File: config.mk
export PLATFORM = sky130hd
export DESIGN_NAME = hsv_core_regfile_ctrl_flat
export DESIGN_NICKNAME = d
export VERILOG_FILES = /design/src/rtl/hsv_core_regfile_ctrl_if.sv /design/src/rtl/hsv_core_regfile_ctrl.sv /design/src/flat_wrapper.sv
export SDC_FILE = /design/constraint.sdc
export NUM_CORES = 1
export LEC_CHECK = 0
export CORE_MARGIN = 1
export CORE_UTILIZATION = 42
export CTS_CLUSTER_DIAMETER = 200
export DETAILED_ROUTE_END_ITERATION = 16
export PLACE_DENSITY = 0.85
export REMOVE_ABC_BUFFERS = 1
export SLEW_MARGIN = 20
export SYNTH_ARGS = -nofsm -noshare
export SYNTH_HDL_FRONTEND = slang
export SYNTH_SLANG_ARGS = --single-unit
File: constraint.sdc
create_clock -name clk_core -period 3.5 [get_ports clk_core]
set_input_delay 0.7 -clock clk_core [delete_from_list [all_inputs] [get_ports clk_core]]
set_output_delay 0.7 -clock clk_core [all_outputs]
set_load 0.01 [all_outputs]
File: src/rtl/hsv_core_regfile_ctrl_if.sv
// Writeback, read-request, operand-response and regfile-port signals of the
// register file controller; slave is the controller, master is everything around it.
interface hsv_core_regfile_ctrl_if #(
  parameter int NUM_WB = 3
);
  logic [NUM_WB-1:0]       wb_valid;
  logic [NUM_WB-1:0]       wb_ready;
  logic [NUM_WB-1:0][4:0]  wb_addr;
  logic [NUM_WB-1:0][31:0] wb_data;

  logic        rd_valid;
  logic        rd_ready;
  logic [4:0]  rd_rs1_addr;
  logic [4:0]  rd_rs2_addr;

  logic        rsp_valid;
  logic        rsp_ready;
  logic [31:0] rsp_rs1_data;
  logic [31:0] rsp_rs2_data;

  logic [4:0]  rf_rs1_addr;
  logic [4:0]  rf_rs2_addr;
  logic [31:0] rf_rs1_data;
  logic [31:0] rf_rs2_data;
  logic        rf_wr_en;
  logic [4:0]  rf_wr_addr;
  logic [31:0] rf_wr_data;

  logic        init_done;

  modport slave (
    input  wb_valid, wb_addr, wb_data, rd_valid, rd_rs1_addr, rd_rs2_addr,
           rsp_ready, rf_rs1_data, rf_rs2_data,
    output wb_ready, rd_ready, rsp_valid, rsp_rs1_data, rsp_rs2_data,
           rf_rs1_addr, rf_rs2_addr, rf_wr_en, rf_wr_addr, rf_wr_data, init_done
  );

  modport master (
    output wb_valid, wb_addr, wb_data, rd_valid, rd_rs1_addr, rd_rs2_addr,
           rsp_ready, rf_rs1_data, rf_rs2_data,
    input  wb_ready, rd_ready, rsp_valid, rsp_rs1_data, rsp_rs2_data,
           rf_rs1_addr, rf_rs2_addr, rf_wr_en, rf_wr_addr, rf_wr_data, init_done
  );
endinterface

File: src/rtl/hsv_core_regfile_ctrl.sv
// Register file controller: zeroes the file after reset, round-robin arbitrates
// writeback units onto the write port and serves forwarded, stall-safe rs1/rs2 reads.
module hsv_core_regfile_ctrl #(
  parameter int NUM_WB    = 3,
  parameter bit INIT_ZERO = 1'b1
) (
  input logic                    clk_core,
  input logic                    rst_n,
  hsv_core_regfile_ctrl_if.slave bus
);
  localparam int PTR_W = (NUM_WB > 1) ? $clog2(NUM_WB) : 1;

  typedef enum logic {ST_INIT, ST_RUN} state_e;
  localparam state_e RESET_STATE = INIT_ZERO ? ST_INIT : ST_RUN;

  state_e           state, state_next;
  logic [4:0]       init_cnt;
  logic [PTR_W-1:0] rr_ptr;
  logic             init_done_q;
  logic             grant_any;
  logic [PTR_W-1:0] grant_idx;

  logic        rsp_valid_q, rsp_fresh_q;
  logic [4:0]  rs1_q, rs2_q;
  logic        fwd1_q, fwd2_q;
  logic [31:0] fwd_data_q;
  logic [31:0] hold1_q, hold2_q;
  logic        rd_fire, rsp_stall;

  // Round-robin scan starting at rr_ptr, wrapping around the unit list.
  always_comb begin
    logic [PTR_W-1:0] idx;
    grant_any = 1'b0;
    grant_idx = '0;
    idx       = '0;
    for (int i = 0; i < NUM_WB; i++) begin
      idx = PTR_W'((int'(rr_ptr) + i) % NUM_WB);
      if (!grant_any && bus.wb_valid[idx]) begin
        grant_any = 1'b1;
        grant_idx = idx;
      end
    end
  end

  // NOTE: sequential state uses non-blocking assignments so every register
  // samples pre-edge values regardless of process evaluation order.
  always_ff @(posedge clk_core or negedge rst_n) begin
    if (!rst_n) begin
      state       <= RESET_STATE;
      init_cnt    <= '0;
      rr_ptr      <= '0;
      init_done_q <= 1'b0;
    end else begin
      state       <= state_next;
      init_done_q <= (state_next == ST_RUN);
      if (state == ST_INIT) init_cnt <= init_cnt + 5'd1;
      if (state == ST_RUN && grant_any)
        rr_ptr <= PTR_W'((int'(grant_idx) + 1) % NUM_WB);
    end
  end

  always_comb begin
    state_next = state;
    if (state == ST_INIT && init_cnt == 5'd31) state_next = ST_RUN;
  end

  // NOTE: every output gets a default first so no path through the case infers a latch.
  always_comb begin
    bus.wb_ready   = '0;
    bus.rd_ready   = 1'b0;
    bus.rf_wr_en   = 1'b0;
    bus.rf_wr_addr = '0;
    bus.rf_wr_data = '0;
    unique case (state)
      ST_INIT: begin
        bus.rf_wr_en   = 1'b1;
        bus.rf_wr_addr = init_cnt;
      end
      ST_RUN: begin
        bus.rd_ready = !rsp_valid_q || bus.rsp_ready;
        if (grant_any) begin
          bus.wb_ready[grant_idx] = 1'b1;
          // x0 writes are acknowledged but never reach the array.
          bus.rf_wr_en   = (bus.wb_addr[grant_idx] != 5'd0);
          bus.rf_wr_addr = bus.wb_addr[grant_idx];
          bus.rf_wr_data = bus.wb_data[grant_idx];
        end
      end
      default: ;
    endcase
  end

  assign rd_fire         = bus.rd_valid && bus.rd_ready;
  assign rsp_stall       = rsp_valid_q && !bus.rsp_ready;
  assign bus.rf_rs1_addr = bus.rd_rs1_addr;
  assign bus.rf_rs2_addr = bus.rd_rs2_addr;
  assign bus.rsp_valid   = rsp_valid_q;
  assign bus.init_done   = init_done_q;

  function automatic logic [31:0] operand(input logic [4:0]  addr,
                                          input logic        fresh,
                                          input logic        fwd,
                                          input logic [31:0] fwd_data,
                                          input logic [31:0] rf_data,
                                          input logic [31:0] hold);
    if (addr == 5'd0) return '0;
    if (!fresh) return hold;
    return fwd ? fwd_data : rf_data;
  endfunction

  assign bus.rsp_rs1_data = operand(rs1_q, rsp_fresh_q, fwd1_q, fwd_data_q, bus.rf_rs1_data, hold1_q);
  assign bus.rsp_rs2_data = operand(rs2_q, rsp_fresh_q, fwd2_q, fwd_data_q, bus.rf_rs2_data, hold2_q);

  // A same-edge write wins over the regfile's read-before-write value, both on
  // accept (forward flag) and while a stalled response is being held.
  always_ff @(posedge clk_core or negedge rst_n) begin
    if (!rst_n) begin
      rsp_valid_q <= 1'b0;
      rsp_fresh_q <= 1'b0;
      rs1_q       <= '0;
      rs2_q       <= '0;
      fwd1_q      <= 1'b0;
      fwd2_q      <= 1'b0;
      fwd_data_q  <= '0;
      hold1_q     <= '0;
      hold2_q     <= '0;
    end else if (rd_fire) begin
      rsp_valid_q <= 1'b1;
      rsp_fresh_q <= 1'b1;
      rs1_q       <= bus.rd_rs1_addr;
      rs2_q       <= bus.rd_rs2_addr;
      fwd1_q      <= bus.rf_wr_en && (bus.rf_wr_addr == bus.rd_rs1_addr);
      fwd2_q      <= bus.rf_wr_en && (bus.rf_wr_addr == bus.rd_rs2_addr);
      fwd_data_q  <= bus.rf_wr_data;
    end else if (rsp_stall) begin
      rsp_fresh_q <= 1'b0;
      hold1_q <= (bus.rf_wr_en && bus.rf_wr_addr == rs1_q) ? bus.rf_wr_data : bus.rsp_rs1_data;
      hold2_q <= (bus.rf_wr_en && bus.rf_wr_addr == rs2_q) ? bus.rf_wr_data : bus.rsp_rs2_data;
    end else if (rsp_valid_q) begin
      rsp_valid_q <= 1'b0;
      rsp_fresh_q <= 1'b0;
    end
  end
endmodule
File: src/flat_wrapper.sv
// flat-port wrapper written by rule: the top's interface ports become plain ports
module hsv_core_regfile_ctrl_flat 
#(
  parameter int NUM_WB    = 3,
  parameter bit INIT_ZERO = 1'b1
)
  (clk_core, rst_n, bus_wb_valid, bus_wb_addr, bus_wb_data, bus_rd_valid, bus_rd_rs1_addr, bus_rd_rs2_addr, bus_rsp_ready, bus_rf_rs1_data, bus_rf_rs2_data, bus_wb_ready, bus_rd_ready, bus_rsp_valid, bus_rsp_rs1_data, bus_rsp_rs2_data, bus_rf_rs1_addr, bus_rf_rs2_addr, bus_rf_wr_en, bus_rf_wr_addr, bus_rf_wr_data, bus_init_done);
  hsv_core_regfile_ctrl_if #(.NUM_WB(NUM_WB)) bus_i ();
  input logic clk_core;
  input logic rst_n;
  input wire logic [$bits(bus_i.wb_valid)-1:0] bus_wb_valid;
  input wire logic [$bits(bus_i.wb_addr)-1:0] bus_wb_addr;
  input wire logic [$bits(bus_i.wb_data)-1:0] bus_wb_data;
  input wire logic [$bits(bus_i.rd_valid)-1:0] bus_rd_valid;
  input wire logic [$bits(bus_i.rd_rs1_addr)-1:0] bus_rd_rs1_addr;
  input wire logic [$bits(bus_i.rd_rs2_addr)-1:0] bus_rd_rs2_addr;
  input wire logic [$bits(bus_i.rsp_ready)-1:0] bus_rsp_ready;
  input wire logic [$bits(bus_i.rf_rs1_data)-1:0] bus_rf_rs1_data;
  input wire logic [$bits(bus_i.rf_rs2_data)-1:0] bus_rf_rs2_data;
  output wire logic [$bits(bus_i.wb_ready)-1:0] bus_wb_ready;
  output wire logic [$bits(bus_i.rd_ready)-1:0] bus_rd_ready;
  output wire logic [$bits(bus_i.rsp_valid)-1:0] bus_rsp_valid;
  output wire logic [$bits(bus_i.rsp_rs1_data)-1:0] bus_rsp_rs1_data;
  output wire logic [$bits(bus_i.rsp_rs2_data)-1:0] bus_rsp_rs2_data;
  output wire logic [$bits(bus_i.rf_rs1_addr)-1:0] bus_rf_rs1_addr;
  output wire logic [$bits(bus_i.rf_rs2_addr)-1:0] bus_rf_rs2_addr;
  output wire logic [$bits(bus_i.rf_wr_en)-1:0] bus_rf_wr_en;
  output wire logic [$bits(bus_i.rf_wr_addr)-1:0] bus_rf_wr_addr;
  output wire logic [$bits(bus_i.rf_wr_data)-1:0] bus_rf_wr_data;
  output wire logic [$bits(bus_i.init_done)-1:0] bus_init_done;
  assign bus_i.wb_valid = bus_wb_valid;
  assign bus_i.wb_addr = bus_wb_addr;
  assign bus_i.wb_data = bus_wb_data;
  assign bus_i.rd_valid = bus_rd_valid;
  assign bus_i.rd_rs1_addr = bus_rd_rs1_addr;
  assign bus_i.rd_rs2_addr = bus_rd_rs2_addr;
  assign bus_i.rsp_ready = bus_rsp_ready;
  assign bus_i.rf_rs1_data = bus_rf_rs1_data;
  assign bus_i.rf_rs2_data = bus_rf_rs2_data;
  assign bus_wb_ready = bus_i.wb_ready;
  assign bus_rd_ready = bus_i.rd_ready;
  assign bus_rsp_valid = bus_i.rsp_valid;
  assign bus_rsp_rs1_data = bus_i.rsp_rs1_data;
  assign bus_rsp_rs2_data = bus_i.rsp_rs2_data;
  assign bus_rf_rs1_addr = bus_i.rf_rs1_addr;
  assign bus_rf_rs2_addr = bus_i.rf_rs2_addr;
  assign bus_rf_wr_en = bus_i.rf_wr_en;
  assign bus_rf_wr_addr = bus_i.rf_wr_addr;
  assign bus_rf_wr_data = bus_i.rf_wr_data;
  assign bus_init_done = bus_i.init_done;
  hsv_core_regfile_ctrl #(.NUM_WB(NUM_WB), .INIT_ZERO(INIT_ZERO)) u_core (.clk_core(clk_core), .rst_n(rst_n), .bus(bus_i));
endmodule
* Word level (Yosys, flattened, before mapping)
Index checks and enable logic that the tools add are counted.
** Storage, ports and cells
- Output and inout port bits :: 118
- Register bits :: 118
- Bits in latches :: 0
- Memories :: 0
- Bits in writable memories :: 0
- Bits in read-only memories :: 0
- Logic and storage cells :: 103
- Input bits :: 192
** Cells by class
- Bitwise operators :: 2
- Mux-type cells :: 49
- Divide/modulo/power cells :: 4
- Shifts and indexed selects :: 0
- Add/subtract/negate cells :: 4
- Reductions and logical operators :: 21
- $lt $le $gt $ge :: 5
- $mul :: 0
- Eq/ne operators :: 6
** Operator list (count)
- two-way mux 32 bit :: 15
- remainder unit 32 x 3 -> 32 bit, second input constant :: 3
- binary-select mux 32 bit (select 2 bit) :: 1
- remainder unit 3 x 3 -> 32 bit, second input constant :: 1
- equality test 5 bit :: 4
- two-way mux 1 bit :: 19
- < comparator 2 x 3 -> 1 bit, second input constant :: 4
- logical AND 1 bit :: 11
- binary-select mux 5 bit (select 2 bit) :: 1
- zero test 5 bit :: 2
- two-way mux 5 bit :: 2
- one-hot mux 5 bit (2 select lines) :: 1
- adder 2 x 1 -> 3 bit, second input constant :: 2
- binary-select mux 1 bit (select 2 bit) :: 3
- two-way mux 2 bit :: 3
- two-way mux 3 bit :: 2
- adder 5 x 1 -> 5 bit, second input constant :: 1
- equality test 5 bit, second input constant :: 1
- nonzero test 5 bit :: 1
- zero test 1 bit :: 4
- adder 2 x 2 -> 3 bit, second input constant :: 1
- nonzero test 3 bit :: 1
- demux 1 bit (select 2 bit) :: 1
- >= comparator 2 x 1 -> 1 bit, second input constant :: 1
- other kinds (5) :: 6

* Logic depth before layout (Yosys ltp)
- Depth after elaboration :: 17
- Mapped depth :: 16
- Mapped depth without buffers :: 12

* Least setup slack after synthesis
No wires, ideal clock.
- Path type :: reg-to-output
- Start :: reg u_core.rr_ptr[0]
- End :: out bus_rf_wr_data[22]
- Slack :: -4 ps
- Required time :: 2800 ps
- Data arrival time :: 2804 ps
- Path buffers :: 2
- Cell stages (with the launch flop) :: 14
- Cells stage by stage :: dfrtp_1 > inv_1 > ha_1 > clkbuf_1 > nor3b_1 > o21ba_2 > nor3_2 > nor2_1 > inv_2 > buf_1 > mux2i_1 > o21ai_0 > nand2_1 > inv_1
** On the way
- Word-level cells in the longest chain between the ends :: 14
- Elaborated cells between the ends (all ways) :: 25
- Those cells by class :: add/sub (2); div (3); mux (16); reduce/logical (4)
** Ends and longest elaborated chain
- from (decl) :: RTL line hsv_core_regfile_ctrl.sv:18 : logic [PTR_W-1:0] rr_ptr;
- from (signal assigned) :: RTL line hsv_core_regfile_ctrl.sv:58 : rr_ptr <= PTR_W'((int'(grant_idx) + 1) % NUM_WB);
- branches (longest 12 deep; another with remainder unit 32 x 3 -> 32 bit)
- two-way mux 32 bit (*) :: RTL line hsv_core_regfile_ctrl.sv:81 : if (grant_any) begin
- two-way mux 32 bit (*) :: RTL line hsv_core_regfile_ctrl.sv:74 : unique case (state)
- to (decl) :: RTL line flat_wrapper.sv:29 : output wire logic [$bits(bus_i.rf_wr_data)-1:0] bus_rf_wr_data;
Mark *: on every way between the ends. The select of a mux whose other input is x is not followed.

* Worst setup path in the final report
- Start :: reg u_core.rr_ptr[0]
- End :: out bus_rf_wr_data[28]
Same word-level chain as after synthesis.

==> reports/summary.txt <==
Status: finished, violations left
Failing checks: negative setup slack
P&R area growth vs syn: 88.1%
Met2 routed WL: 21500 um
Number of global-route vias before repair: 11500
Drt first pass iters: 7
Ports: 310
Synth Area per Inst: 8.42 sq um
Main synth FF type: dfrtp_1
Core area: 20300 sq um
Max Cap Viol: 0
Met1 wire length: 15900 um
Post-synthesis mux area share: 20.6%
Worst skew pair latency: 0.42 ns
Routed len/inst: 24.3 um
Fin util: 80.8%
Top-count cell post-synth: nand2_1
Synth Area in Simple Gates: 15.8%
Final HPWL DP: 24300 um
Placed Area: 13000 sq um
CP Data Required Time: 2.80 ns
All-Layer GR Usage: 38.2%
Max layer used: met5
Initial Utilization: 43.0%
Max VDD drop: 0.000806 V
Share of layout cells above drive strength 1: 37.1%
Initial antenna violation count: 3
Top cell type's share of synthesized area: 33.9%
Xor-xnor portion of the synthesized cell area: 0.804%
Worst hold slack: 0.367 ns
Worst setup SP type: flip-flop
Rel. slew slack: 34.7%
Max incr delay on CP: 0.44 ns
Vias: 11500
Worst setup EP type: primary output
Largest net degree at the start of global routing: 80
Post-CTS Hold Buffers: 0
# setup viols final: 104
PwrDens: 1180 nW/um^2
Placement Rows: 52
Complex-gate fraction of the synthesized area: 20.6%
Mapped Cells: 1036
Number of synthesized flops with an enable pin: 0
Unrepaired setup endpoints after global routing: true
Worst r2r path cells: 17
Pre-CTS setup slack: -0.862 ns
DIE WIDTH: 146 um
Final Max Slew Viols: 0
Worst hold path class: input port to async pin
WL final: 45500 um
Fin cells: 1870
DRT antenna net count: 0
Nets: 1786
Leak: 7.37 nW
Cell Area, Synth: 8720 sq um
Worst Max-Slew Pin Slew: 0.980 ns
DIE AREA: 21300 sq um
DR WL met3: 4860 um
DRT iter0 DRCs: 1105
Setup TNS: -11.32 ns
Pwr Total: 19.3 mW
Design area: 16400 sq um
Post-Synth Adder-Cell Area: 1.43%
Yosys top cell by area: dfrtp_1
Reg-to-reg slack, setup: -0.19 ns
Max H-tree Level: 4
Max Clk Rate: 263 MHz
Synthesis-stage register bit count: 118
Reg-to-reg endpoint: u_core.hold2_q[4]
I/O Buffers: 309
Yosys Warn Count: 0
Clock Skews: 0.0171 ns
Clock tree buffer depth: 2
CP Max Fanout: 8
Total CTS buffers: 17
Die Y-Extent: 146 um
Wire length of the first global-routing pass: 62900 um
Clock sink count: 118
Synth cell count leaders: nand2_1 (185), mux2i_1 (164), dfrtp_1 (118), o21ai_0 (83), nor2_1 (82)
TritonCTS clock tree: built
Crit Path Category: flip-flop to primary output
FILL cells: 1127
RR Startpoint: u_core.rr_ptr[1]
Grt total ovfl: 0
Largest cells by area after synthesis: dfrtp_1 (34%), mux2i_1 (19%), nand2_1 (8.0%)
Combinational family with the most area after synthesis: compound AO/OA/AOI/OAI gates
Placer congestion estimate: 1.03
Vias/cell: 6.16
Final worst-path setup slack: -0.297 ns
Asr flop ratio synth: 100%
DR DRC count: 0
Final worst path period share: 108%
CTS root buffer: clkbuf_16
Cell variety after synth: 70
CP arrival: 3.10 ns
CP max stage cell: dfrtp_2
Seq/Total Area, Yosys: 33.9%
Clock Pin Slew Worst Setup and Hold Paths: 0.06 ns
Placed insts: 1657
Worst-path cell chain: inv_2 -> buf_6 -> ha_4 -> and3b_1 -> o21a_1 -> nor3_4 -> nor2_2 -> inv_4 -> buf_12 -> buf_16 -> mux2i_1 -> o21ai_1 -> nand2_1 -> inv_1 -> buf_2
Min Tclk post-route: 3.80 ns
Final hold vios: 0
-- cell families (layout without fill, tap and decap cells) --
| kind of cell | count (synthesis) | in the layout |
|---|---|---|
| adder cells (fa/ha/maj) | 10 | 10 |
| buffers and inverters | 140 | 701 |
| XOR/XNOR | 8 | 8 |
| other | 0 | 3 |
| AO/OA/AOI/OAI | 257 | 257 |
| AND/OR/NAND/NOR | 326 | 326 |
| multiplexers | 177 | 177 |
| flip-flops | 118 | 118 |
-- routing by layer --
metal | vias to the layer above | global-route usage [%]
met1 | 5437 | 44.1
met2 | 989 | 63.1
met3 | 260 | 9.47
met5 | - | 0
met4 | 2 | 25.2
li1 | 4827 | -
-- placed cells by master, fill, tap and decap left out, types with 4 or more instances in the layout --
cell / synthesis / layout
clkdlybuf4s50_1: 0 / 264
buf_4: 10 / 222
mux2i_1: 164 / 157
nand2_1: 185 / 147
dfrtp_1: 118 / 114
nor2_1: 82 / 77
buf_6: 4 / 70
a211oi_1: 67 / 66
o21ai_2: 0 / 34
o221ai_2: 0 / 34
o21ai_0: 83 / 30
inv_1: 47 / 27
nand2_2: 0 / 23
clkbuf_16: 0 / 23
buf_12: 0 / 23
inv_2: 2 / 21
buf_2: 6 / 19
o21ai_1: 1 / 16
nand2_4: 0 / 15
a21oi_1: 16 / 14
mux2_2: 11 / 11
nand3_1: 12 / 9
buf_16: 0 / 8
nand2b_1: 7 / 5
mux2i_4: 0 / 5
xor2_1: 6 / 5
ha_1: 10 / 5
bufinv_16: 0 / 5
o21ai_4: 0 / 4
and2_1: 7 / 4
nor2_4: 0 / 4
or4_1: 5 / 4
ha_4: 0 / 4
-- how the worst max path moves through the flow --
stage,from,to,depth (start not counted)
global placement,bus_wb_valid[0],u_core.hold2_q[10],13
detailed placement,bus_wb_valid[0],u_core.hold2_q[19],12
CTS,u_core.rr_ptr[1],bus_rf_wr_addr[0],13
floorplan,bus_rsp_ready,u_core.rs1_q[0],4
finish,u_core.rr_ptr[0],bus_rf_wr_data[28],15
global route,u_core.rr_ptr[0],bus_rf_wr_data[28],15
-- power breakdown --
group	total (mW)	internal [mW]	leakage, nW	switching [mW]
sequential	2.46	1.93	1.45	0.528
clock	2.00	1.32	0.319	0.677
combinational	14.9	8.00	5.61	6.85
-- final cells by class --
cell class,count,area (sq um),share of cell area (%)
Multi-Input combinational cell,778,6120,37.3
Tap cell,270,338,2.06
Inverter,49,186,1.14
Clock buffer,21,470,2.87
Antenna cell,3,7.51,0.0458
Sequential cell,118,2960,18.1
Timing Repair Buffer,620,6110,37.3
Clock inverter,11,196,1.20
-- sequential cells by signal (all words and copies together) (netlist names) --
signal and flops:
u_core.bus.rsp_valid 1, u_core.fwd1_q 1, u_core.fwd2_q 1, u_core.fwd_data_q 32, u_core.hold1_q 32, u_core.hold2_q 32
u_core.init_cnt 5, u_core.rr_ptr 2, u_core.rs1_q 5, u_core.rs2_q 5, u_core.rsp_fresh_q 1, u_core.state 1
-- repair_timing --
item / CTS / global route
buffers inserted: 179 / 25
pin swaps: 68 / 56
gates resized for setup: 340 / 197
cloned: 8 / 6
setup endpoints to repair: 108 / 121
-- critical path: cells and delay by family, from the launching register on --
family	cells	cell delay [ns]
AND/OR/NAND/NOR	4	0.59
flip-flops	1	0.44
AO/OA/AOI/OAI	2	0.32
buffers and inverters	7	0.76
multiplexers	1	0.43
adder cells (fa/ha/maj)	1	0.12
No activity file was read; power rests on OpenSTA's default activity.
